`config.mk`:
```
export PLATFORM = sky130hd
export DESIGN_NAME = fpt_veto_hub_mc
export DESIGN_NICKNAME = d
export VERILOG_FILES = /design/src/rtl/fpt_veto_hub_mc.sv
export SDC_FILE = /design/constraint.sdc
export NUM_CORES = 1
export LEC_CHECK = 0
export BUFFER_PORTS_ARGS = -buffer_cell sky130_fd_sc_hd__buf_4
export CAP_MARGIN = 20
export CORE_ASPECT_RATIO = 0.6
export CORE_MARGIN = 4
export CORE_UTILIZATION = 33
export DETAILED_ROUTE_END_ITERATION = 10
export RECOVER_POWER = 100
export SETUP_SLACK_MARGIN = 0.1
export SLEW_MARGIN = 15
export SYNTH_ARGS = -nofsm -noshare
export SYNTH_HDL_FRONTEND = slang
export SYNTH_SLANG_ARGS = --single-unit
```
`constraint.sdc`:
```
create_clock -name clk_142mhz -period 5.1 [get_ports clk_142mhz]
set_clock_uncertainty 0.2 [all_clocks]
set_input_delay 0 -clock clk_142mhz [delete_from_list [all_inputs] [get_ports clk_142mhz]]
set_output_delay 0 -clock clk_142mhz [all_outputs]
set_load 0.005 [all_outputs]
```
`src/rtl/fpt_veto_hub_mc.sv`:
```
// Multi-lane FPT veto hub: per-lane saturated motor correction and hold-timed veto,
// with new veto events queued and reported as 3-byte 8N1 UART frames.
module fpt_veto_hub_mc #(
  parameter int CHANNELS     = 4,
  parameter int DATA_W       = 16,
  parameter int CORR_SHIFT   = 2,
  parameter int VETO_THRESH  = 4096,
  parameter int VETO_HOLD    = 1024,
  parameter int CLKS_PER_BIT = 1233,
  parameter int FIFO_DEPTH   = 4
) (
  input  logic                         clk_142mhz,
  input  logic                         rst,
  input  logic [CHANNELS*DATA_W-1:0]   sensor_scrape,
  input  logic [CHANNELS-1:0]          sensor_valid,
  input  logic [CHANNELS*DATA_W-1:0]   motor_command,
  input  logic                         clear_overflow,
  output logic [CHANNELS*DATA_W-1:0]   motor_correction,
  output logic [CHANNELS-1:0]          veto_out,
  output logic                         veto_any,
  output logic [1:0]                   attention_level,
  output logic                         led_red,
  output logic                         led_green,
  output logic                         uart_tx,
  output logic                         evt_overflow
);

  localparam int HW = (VETO_HOLD > 2) ? $clog2(VETO_HOLD) : 1;
  localparam int CW = (CLKS_PER_BIT > 2) ? $clog2(CLKS_PER_BIT) : 1;
  localparam int PW = (FIFO_DEPTH > 2) ? $clog2(FIFO_DEPTH) : 1;
  localparam int EW = 4 + 2 + 8;
  localparam logic [DATA_W:0] THRESH_V  = (DATA_W+1)'(VETO_THRESH);
  localparam logic [HW-1:0]   HOLD_INIT = HW'(VETO_HOLD - 1);
  localparam logic [CW-1:0]   CLK_LAST  = CW'(CLKS_PER_BIT - 1);

  typedef enum logic [1:0] {S_IDLE, S_START, S_DATA, S_STOP} state_t;

  function automatic logic [DATA_W-1:0] sat_w(input logic signed [DATA_W+1:0] v);
    if (v > $signed({3'b000, {(DATA_W-1){1'b1}}})) begin
      sat_w = {1'b0, {(DATA_W-1){1'b1}}};
    end else if (v < $signed({3'b111, {(DATA_W-1){1'b0}}})) begin
      sat_w = {1'b1, {(DATA_W-1){1'b0}}};
    end else begin
      sat_w = v[DATA_W-1:0];
    end
  endfunction

  logic signed [DATA_W:0]   err_s      [CHANNELS];
  logic        [DATA_W:0]   mag_s      [CHANNELS];
  logic        [7:0]        mag_byte_s [CHANNELS];
  logic        [DATA_W-1:0] corr_s     [CHANNELS];
  logic [CHANNELS-1:0]      trig_s, rise_s, deq_s;
  logic [HW-1:0]            hold_r     [CHANNELS];
  logic [7:0]               mag_r      [CHANNELS];
  logic [CHANNELS-1:0]      pend_r;

  logic [EW-1:0]  fifo_mem [FIFO_DEPTH];
  logic [PW:0]    wr_ptr_r, rd_ptr_r;
  logic           empty_s, full_s, push_s, pop_s;
  logic [3:0]     sel_s;
  logic [7:0]     sel_mag_s;
  logic [4:0]     vcount_s;
  logic [1:0]     attn_next_s;
  logic [EW-1:0]  head_s;

  state_t         state_r;
  logic [CW-1:0]  clk_cnt_r;
  logic [2:0]     bit_idx_r;
  logic [1:0]     byte_idx_r;
  logic [7:0]     shift_r;
  logic [15:0]    frame_r;
  logic           bit_end_s;

  // Per-lane error, magnitude, saturated correction and trigger decode
  always_comb begin
    logic [DATA_W-1:0]        sens_v, cmd_v;
    logic signed [DATA_W:0]   shr_v;
    logic signed [DATA_W+1:0] wide_v;
    sens_v = '0;
    cmd_v  = '0;
    shr_v  = '0;
    wide_v = '0;
    for (int i = 0; i < CHANNELS; i++) begin
      sens_v        = sensor_scrape[i*DATA_W +: DATA_W];
      cmd_v         = motor_command[i*DATA_W +: DATA_W];
      err_s[i]      = {sens_v[DATA_W-1], sens_v} - {cmd_v[DATA_W-1], cmd_v};
      mag_s[i]      = err_s[i][DATA_W] ? -err_s[i] : err_s[i];
      mag_byte_s[i] = mag_s[i][DATA_W] ? 8'hFF : mag_s[i][DATA_W-1 -: 8];
      shr_v         = err_s[i] >>> CORR_SHIFT;
      wide_v        = {cmd_v[DATA_W-1], cmd_v[DATA_W-1], cmd_v} - {shr_v[DATA_W], shr_v};
      corr_s[i]     = sat_w(wide_v);
      trig_s[i]     = sensor_valid[i] & (mag_s[i] > THRESH_V);
      rise_s[i]     = trig_s[i] & ~veto_out[i];
    end
  end

  // Lowest pending lane, vetoed-lane count and FIFO handshake
  always_comb begin
    sel_s     = 4'd0;
    sel_mag_s = 8'd0;
    vcount_s  = 5'd0;
    for (int i = CHANNELS - 1; i >= 0; i--) begin
      if (pend_r[i]) begin
        sel_s     = 4'(i);
        sel_mag_s = mag_r[i];
      end else begin
        sel_s     = sel_s;
        sel_mag_s = sel_mag_s;
      end
    end
    for (int i = 0; i < CHANNELS; i++) begin
      vcount_s = vcount_s + 5'(veto_out[i]);
    end
    // The entry carries the attention level the register takes at this same edge.
    attn_next_s = (vcount_s > 5'd3) ? 2'd3 : vcount_s[1:0];
    empty_s     = (wr_ptr_r == rd_ptr_r);
    full_s      = (wr_ptr_r[PW] != rd_ptr_r[PW]) && (wr_ptr_r[PW-1:0] == rd_ptr_r[PW-1:0]);
    bit_end_s   = (clk_cnt_r == CLK_LAST);
    pop_s       = ~empty_s & ((state_r == S_IDLE) |
                              ((state_r == S_STOP) & bit_end_s & (byte_idx_r == 2'd2)));
    push_s      = (|pend_r) & (~full_s | pop_s);
    for (int i = 0; i < CHANNELS; i++) begin
      deq_s[i] = push_s & (sel_s == 4'(i));
    end
    head_s = fifo_mem[rd_ptr_r[PW-1:0]];
  end

  assign led_red   = veto_any;
  assign led_green = ~veto_any & (|sensor_valid);

  // Lane state: correction, veto hold timer, pending event and captured magnitude
  always_ff @(posedge clk_142mhz) begin
    for (int i = 0; i < CHANNELS; i++) begin
      if (rst) begin
        motor_correction[i*DATA_W +: DATA_W] <= '0;
        veto_out[i] <= 1'b0;
        hold_r[i]   <= '0;
        pend_r[i]   <= 1'b0;
        mag_r[i]    <= 8'd0;
      end else begin
        if (sensor_valid[i]) begin
          motor_correction[i*DATA_W +: DATA_W] <= veto_out[i] ? '0 : corr_s[i];
        end
        if (trig_s[i]) begin
          veto_out[i] <= 1'b1;
          hold_r[i]   <= HOLD_INIT;
        end else if (hold_r[i] != '0) begin
          hold_r[i] <= hold_r[i] - 1'b1;
        end else begin
          veto_out[i] <= 1'b0;
        end
        pend_r[i] <= (pend_r[i] & ~deq_s[i]) | rise_s[i];
        if (rise_s[i]) begin
          mag_r[i] <= mag_byte_s[i];
        end
      end
    end
  end

  // Summary outputs and sticky overflow (an event lost only if its pend is not drained now)
  always_ff @(posedge clk_142mhz) begin
    if (rst) begin
      veto_any        <= 1'b0;
      attention_level <= 2'd0;
      evt_overflow    <= 1'b0;
    end else begin
      veto_any        <= |veto_out;
      attention_level <= attn_next_s;
      if (|(rise_s & pend_r & ~deq_s)) begin
        evt_overflow <= 1'b1;
      end else if (clear_overflow) begin
        evt_overflow <= 1'b0;
      end
    end
  end

  // Event FIFO storage
  always_ff @(posedge clk_142mhz) begin
    if (push_s) begin
      fifo_mem[wr_ptr_r[PW-1:0]] <= {sel_s, attn_next_s, sel_mag_s};
    end
  end

  // Event FIFO pointers
  always_ff @(posedge clk_142mhz) begin
    if (rst) begin
      wr_ptr_r <= '0;
      rd_ptr_r <= '0;
    end else begin
      if (push_s) begin
        wr_ptr_r <= wr_ptr_r + 1'b1;
      end
      if (pop_s) begin
        rd_ptr_r <= rd_ptr_r + 1'b1;
      end
    end
  end

  // UART frame sequencer: A5, {attn,00,ch}, magnitude byte; 8N1, LSB first
  always_ff @(posedge clk_142mhz) begin
    if (rst) begin
      state_r    <= S_IDLE;
      uart_tx    <= 1'b1;
      clk_cnt_r  <= '0;
      bit_idx_r  <= 3'd0;
      byte_idx_r <= 2'd0;
      shift_r    <= 8'd0;
      frame_r    <= 16'd0;
    end else begin
      case (state_r)
        S_IDLE: begin
          if (pop_s) begin
            state_r    <= S_START;
            uart_tx    <= 1'b0;
            clk_cnt_r  <= '0;
            byte_idx_r <= 2'd0;
            shift_r    <= 8'hA5;
            frame_r    <= {head_s[7:0], head_s[9:8], 2'b00, head_s[13:10]};
          end else begin
            uart_tx <= 1'b1;
          end
        end
        S_START: begin
          if (bit_end_s) begin
            state_r   <= S_DATA;
            uart_tx   <= shift_r[0];
            shift_r   <= shift_r >> 1;
            clk_cnt_r <= '0;
            bit_idx_r <= 3'd0;
          end else begin
            clk_cnt_r <= clk_cnt_r + 1'b1;
          end
        end
        S_DATA: begin
          if (bit_end_s) begin
            clk_cnt_r <= '0;
            if (bit_idx_r == 3'd7) begin
              state_r <= S_STOP;
              uart_tx <= 1'b1;
            end else begin
              uart_tx   <= shift_r[0];
              shift_r   <= shift_r >> 1;
              bit_idx_r <= bit_idx_r + 1'b1;
            end
          end else begin
            clk_cnt_r <= clk_cnt_r + 1'b1;
          end
        end
        S_STOP: begin
          if (bit_end_s) begin
            clk_cnt_r <= '0;
            if (byte_idx_r != 2'd2) begin
              state_r    <= S_START;
              uart_tx    <= 1'b0;
              byte_idx_r <= byte_idx_r + 1'b1;
              shift_r    <= frame_r[7:0];
              frame_r    <= frame_r >> 8;
            end else if (pop_s) begin
              state_r    <= S_START;
              uart_tx    <= 1'b0;
              byte_idx_r <= 2'd0;
              shift_r    <= 8'hA5;
              frame_r    <= {head_s[7:0], head_s[9:8], 2'b00, head_s[13:10]};
            end else begin
              state_r <= S_IDLE;
            end
          end else begin
            clk_cnt_r <= clk_cnt_r + 1'b1;
          end
        end
        default: begin
          state_r <= S_IDLE;
          uart_tx <= 1'b1;
        end
      endcase
    end
  end

endmodule

```
Word level (Yosys, flattened, before mapping)
Memory sizes are Yosys's and may differ from the RTL's. A register that Yosys moved wholly into a read port is not among the register bits.
Cells that the tools add are included.
W data, S select, Z words.
{"block": "word_totals", "output_inout_bits": 75, "register_bits": 125, "input_bits": 135, "mem_bits_rw": 128, "n_memories": 3}
{"block": "op_classes", "add_sub_neg": 24, "order_cmp": 13, "reduce_logical": 20, "bitwise_logic": 53, "muxes": 135, "n_eq_ne": 24}
{"name": "fifo_mem", "words": 4, "width": 14, "read_ports": 1, "rd_clocked_by_memory_dff": 1, "write_ports": 1, "line": "57", "source": "logic [EW-1:0] fifo_mem [FIFO_DEPTH];"}
{"name": "hold_r", "words": 4, "width": 10, "read_ports": 4, "rd_clocked_by_memory_dff": 0, "write_ports": 4, "line": "53", "source": "logic [HW-1:0] hold_r [CHANNELS];"}
{"name": "mag_r", "words": 4, "width": 8, "read_ports": 4, "rd_clocked_by_memory_dff": 0, "write_ports": 4, "line": "54", "source": "logic [7:0] mag_r [CHANNELS];"}
{"op": "$mux W16", "count": 15}
{"op": "$mux W8", "count": 18}
{"op": "$mux W10", "count": 8}
{"op": "$gt A17 B13 Y1 const B", "count": 4}
{"op": "$gt A17 B16 Y1 const B", "count": 4}
{"op": "$lt A17 B16 Y1 const B", "count": 4}
{"op": "$mux W17", "count": 4}
{"op": "$neg A17 Y17", "count": 4}
{"op": "$sub A16 B15 Y17", "count": 4}
{"op": "$sub A16 B16 Y17", "count": 4}
{"op": "$mux W1", "count": 63}
{"op": "$reduce_bool A10 Y1", "count": 4}
{"op": "$sub A10 B1 Y10 const B", "count": 4}
{"op": "$pmux W16 S2", "count": 1}
{"op": "$pmux W8 S4", "count": 1}
{"op": "$mux W2", "count": 12}
{"op": "$mux W11", "count": 2}
{"op": "$ne A2 B2 Y1 const B", "count": 11}
{"op": "$pmux W11 S2", "count": 1}
{"op": "$and A1 B1 Y1", "count": 21}
{"op": "$or A1 B1 Y1", "count": 18}
{"op": "$reduce_or A4 Y1", "count": 4}
{"op": "$mux W4", "count": 3}
{"op": "$reduce_and A4 Y1", "count": 3}
{"op": "other kinds (32)", "count": 52}

Depth between registers and ports, before layout
{"block": "logic_depth", "word_depth": 12, "depth_mapped": 23, "depth_no_buf": 21}

Least setup slack after synthesis
OpenSTA, ideal clock, no wires.
{"block": "synth_timing", "path_type": "in2reg", "from": "input sensor_scrape[16]", "to": "register motor_correction[29]", "required_ns": 4.780, "n_path_buf": 3, "t_arrival_ns": 4.330, "setup_slack_ns": 0.450, "stages": 22, "setup_ns": 0.120, "cell_sequence": "inv_1 > ha_1 > fa_1 > nor2b_1 > o21ai_1 > a21o_1 > buf_6 > a21oi_1 > o21ai_0 > a31o_2 > inv_1 > buf_1 > ha_1 > nand2_1 > or4b_2 > a21o_1 > o22ai_1 > a211oi_1 > a22o_1 > o31a_1 > buf_2 > a211o_1"}
{"block": "synth_between", "elab_chain_len": 6, "word_cells_on_any_way": 7, "classes_between": "add/sub: 2; order compare: 2; mux: 3"}
{"element": "from (decl)", "line": "14", "source": "input logic [CHANNELS*DATA_W-1:0] sensor_scrape,"}
{"element": "$sub A16 B16 Y17 (*)", "line": "86", "source": "err_s[i] = {sens_v[DATA_W-1], sens_v} - {cmd_v[DATA_W-1], cmd_v};"}
{"element": "$sub A16 B15 Y17 (*)", "line": "90", "source": "wide_v = {cmd_v[DATA_W-1], cmd_v[DATA_W-1], cmd_v} - {shr_v[DATA_W], shr_v};"}
{"element": "$lt A17 B16 Y1", "line": "41", "source": "end else if (v < $signed({3'b111, {(DATA_W-1){1'b0}}})) begin"}
{"element": "$mux W16", "line": "41"}
{"element": "$mux W16 (*)", "line": "39", "source": "if (v > $signed({3'b000, {(DATA_W-1){1'b1}}})) begin"}
{"element": "$mux W16 (*)", "line": "142", "source": "motor_correction[i*DATA_W +: DATA_W] <= veto_out[i] ? '0 : corr_s[i];"}
{"element": "to (signal, indexed assignment)", "line": "142"}
{"element": "to (decl)", "line": "18", "source": "output logic [CHANNELS*DATA_W-1:0] motor_correction,"}
Mark *: on every way between the ends. The rest lies on a longest branch, timed or not.
A chain may end at the register's enable or synchronous reset.

Final worst setup path
{"block": "layout_timing", "from": "input motor_command[17]", "to": "register motor_correction[30]"}
{"block": "layout_between", "elab_chain_len": 6, "word_cells_on_any_way": 7, "classes_between": "add/sub: 2; order compare: 2; mux: 3"}
{"element": "from (decl)", "line": "16", "source": "input logic [CHANNELS*DATA_W-1:0] motor_command,"}
{"element": "$sub A16 B16 Y17", "line": "86"}
{"element": "$sub A16 B15 Y17 (*)", "line": "90"}
{"element": "$lt A17 B16 Y1", "line": "41"}
{"element": "$mux W16", "line": "41"}
{"element": "$mux W16 (*)", "line": "39"}
{"element": "$mux W16 (*)", "line": "142"}
Marked as above.

==> impl_metrics.csv <==
group,metric,value,unit
outcome,outcome,"finished clean",
worst_setup_path,path_buf_inv,3,
timing,setup_viol,0,
power,clock_power_share,0.227,
clock_network,clock_latency,550,ps
worst_setup_path,crit_chain,"dlygate4sd3_1, buf_4, inv_1, ha_1, nor2b_1, o21a_1, o21a_1, o311a_4, ha_1, o21ai_0, nand2_1, a21o_1, a21o_1, maj3_2, maj3_2, a21oi_2, o21ai_1, o211a_1, o31a_4, a211o_1",
timing,max_freq,0.202,GHz
logic_synthesis,yosys.area.top_type_share,0.181,
finish,syn_to_final_growth,23.5,%
logic_synthesis,synth_nets,2584,
clock_network,cts_max_path_buffers,3,
global_route,grt_pass1_vias,17875,
logic_synthesis,synthDistinctLibCells,118,
timing,post-route-period-util,0.971,
finish,fin_area,24600,sq um
global_route,grtUsageTotal,0.184,
routing,vias,19151,
routing,drc,0,
routing,wl,62.5,mm
finish,num_antenna_cells,0,
routing,via_per_inst,5.56,
min_path,hold_path_class,"in2reg",
die,fp.dieW,325,um
logic_synthesis,synth_cells,2320,
die,die_area,64500,sq um
logic_synthesis,syn_area,19900,sq um
timing,slew_headroom,0.271,
routing,drtAntennaViolNets,0,
global_route,grt_start_max_net_pins,45,
logic_synthesis,seq_area_frac_synth,0.309,
flow_run,maxCapViolCount,0,
timing,hold_violations,0,
die,num_rows,69,
logic_synthesis,yosysTopAreaCell,"edfxtp_1",
power,power_density,361,nW/um^2
power,switchingPower,3430,uW
power,ir_worst_vdd,264,uV
logic_synthesis,yosys_warnings,0,
power,combPwrFrac,0.459,
logic_synthesis,ys_seq_elements,247,
clock_network,root_buffer,"clkbuf_16",
worst_setup_path,critPathKind,"in2reg",
clock_network,cts-htree-levels,1,
clock_network,cts_inserted_buffers,27,
worst_setup_path,cp.arrival,5200,ps
logic_synthesis,syn_avg_cell_area,8.58,sq um
power,internal-power,5450,uW
worst_setup_path,cp_slowest_stage_delay,560,ps
finish,layout-drive-gt1-share,0.163,
timing,rsz0062_at_grt,"no",
worst_setup_path,endpoint_kind,"flip-flop",
power,p_leak,0.00996,uW
clock_network,cts_tree,"yes",
finish,layout.cells.non_filler,3444,
worst_setup_path,cp-start-kind,"input port",
timing,hold_ws,38.6,ps
die,io_pins,210,
routing,dr.pass1.iters,8,
clock_network,clkTransAtPathRegs,60,ps
die,coreArea,59500,sq um
die,start_util,0.335,
power,switching_share,0.386,
timing,period_minus_slack,4950,ps
placement,placed_cells,3304,
routing,first_iter_violations,1823,
timing,maxSlewViolCount,0,
die,die_h,198,um
worst_setup_path,crit_family,"compound AO/OA/AOI/OAI gates",
logic_synthesis,synth_edf_count,120,
global_route,grt_antenna_before_repair,1,
worst_setup_path,crit_path_max_fanout,15,
finish,nets,2906,
logic_synthesis,synthFlopType,"dfxtp_1",
placement,place_congestion,0.909,
routing,wire_per_inst,18.1,um
logic_synthesis,synth-async-reset-ratio,0,
placement,post-dp-hpwl,49.0,mm
placement,io_buffers,209,
clock_network,cts_sinks,247,
worst_setup_path,cpMaxStageDelayCell,"dlygate4sd3_1",
logic_synthesis,ys_top_cells_by_area,"edfxtp_1 (18%), dfxtp_1 (13%), ha_1 (7.5%)",
worst_setup_path,crit_required,5340,ps
timing,worstMarginPinSlew,1080,ps
global_route,grt_pass1_wl,97.8,mm
power,seqPwrFrac,0.313,
placement,dpl_cell_area,22600,sq um
global_route,grt-ovfl-total,0,
-- final cells by class --
type                    count  area [sq um]
repair buffers            366          2830
fillers                  5864         34900
multi-input cells        1832         13100
clock buffers              35           726
flip-flops and latches    247          6150
inverters                 168           631
clock inverters            15           188
well taps                 781           977
-- per-stage QoR --
stage	utilization	worst slack [ps]	total power, uW	TNS (ps)
2_1_floorplan	-	450	5390	0
3_3_place_gp	0.381	73.6	6560	0
3_5_place_dp	0.381	-105	6670	-352
4_1_cts	0.410	152	8830	0
5_1_grt	0.413	29.4	9460	0
6_report	0.413	147	8890	0
-- per-layer routing --
metal,vias up,part of all wire,global-route usage
li1,9279,-,-
met1,9195,0.51,0.285
met2,614,0.42,0.276
met3,63,0.062,0.0245
met4,0,0.014,0.0279
met5,-,0,0
-- final timing paths --
kind,from,end,slack (ps),cells after the start
max,motor_command[17],motor_correction[30],150,20
min,motor_command[2],motor_correction[3],40,6
max reg2reg,clk_cnt_r[3],wr_ptr_r[2],880,10
min reg2reg,shift_r[7],shift_r[7],260,2
-- power groups by stage --
stage	Sequential, uW	Clock [uW]	Combinational [uW]
5_1_grt	2830	2150	4480
3_3_place_gp	2810	0	3750
4_1_cts	2790	2060	3980
6_report	2780	2020	4080
2_1_floorplan	2710	0	2680
3_5_place_dp	2830	0	3850
-- layout by cell type, fill, tap and decap left out, types with 94 or more instances in the layout --
cell type / Yosys / final
nand2_1: 187 / 186
o21ai_0: 154 / 146
inv_1: 164 / 162
buf_4: 1 / 203
a21oi_1: 124 / 119
ha_1: 120 / 111
edfxtp_1: 120 / 120
xnor2_1: 95 / 94
nor2_1: 198 / 197
dfxtp_1: 127 / 127
-- worst min-delay path: stages --
cell      delay, ps
buf_4            90
ha_1            180
o21ai_0         100
nand2_1          60
a21boi_0         80
a221oi_1        220
-- cell usage after synthesis, drive strengths merged, types with 17 or more instances --
cell type	n
maj3	21
o31ai	18
ha	120
a211oi	38
inv	165
nor2b	43
nor3	66
and3	27
nand3	67
nor4	18
o21ai	171
a22oi	30
clkbuf	52
and2	44
a21oi	126
nand2	187
xnor2	97
or3	29
dfxtp	127
o21a	41
mux2i	18
a31oi	31
edfxtp	120
xor2	55
o22ai	19
buf	21
nor2	198
nand2b	26
a21o	28
nand4	17
-- state kept, by name, indices dropped and copies added, names as in the netlist, named ones only --
signal            cells
pend_r                4
shift_r               8
hold_r               40
led_red               1
attention_level       2
rd_ptr_r              3
evt_overflow          1
uart_tx               1
motor_correction     64
mag_r                32
bit_idx_r             3
frame_r              16
veto_out              4
state_r               2
clk_cnt_r            11
byte_idx_r            2
wr_ptr_r              3
fifo_mem             48
-- cells by family after synthesis --
logic type	Yosys count	share of synthesized area
and+or+nand+nor	789	0.200
xor gates and xnor gates	156	0.0721
DFF	247	0.309
buffers and inverters	241	0.0478
AOI/OAI and AO/OA	701	0.250
muxes	36	0.0268
adders and majority gates	150	0.0954
-- repair_timing --
action                                  CTS  global route
gates resized for setup                   0            63
endpoints found under the setup margin    0            71
hold buffers                             81             0
setup buffers                             0             8
endpoints found under the hold margin   159             0
No activity file was read; power rests on OpenSTA's default activity.
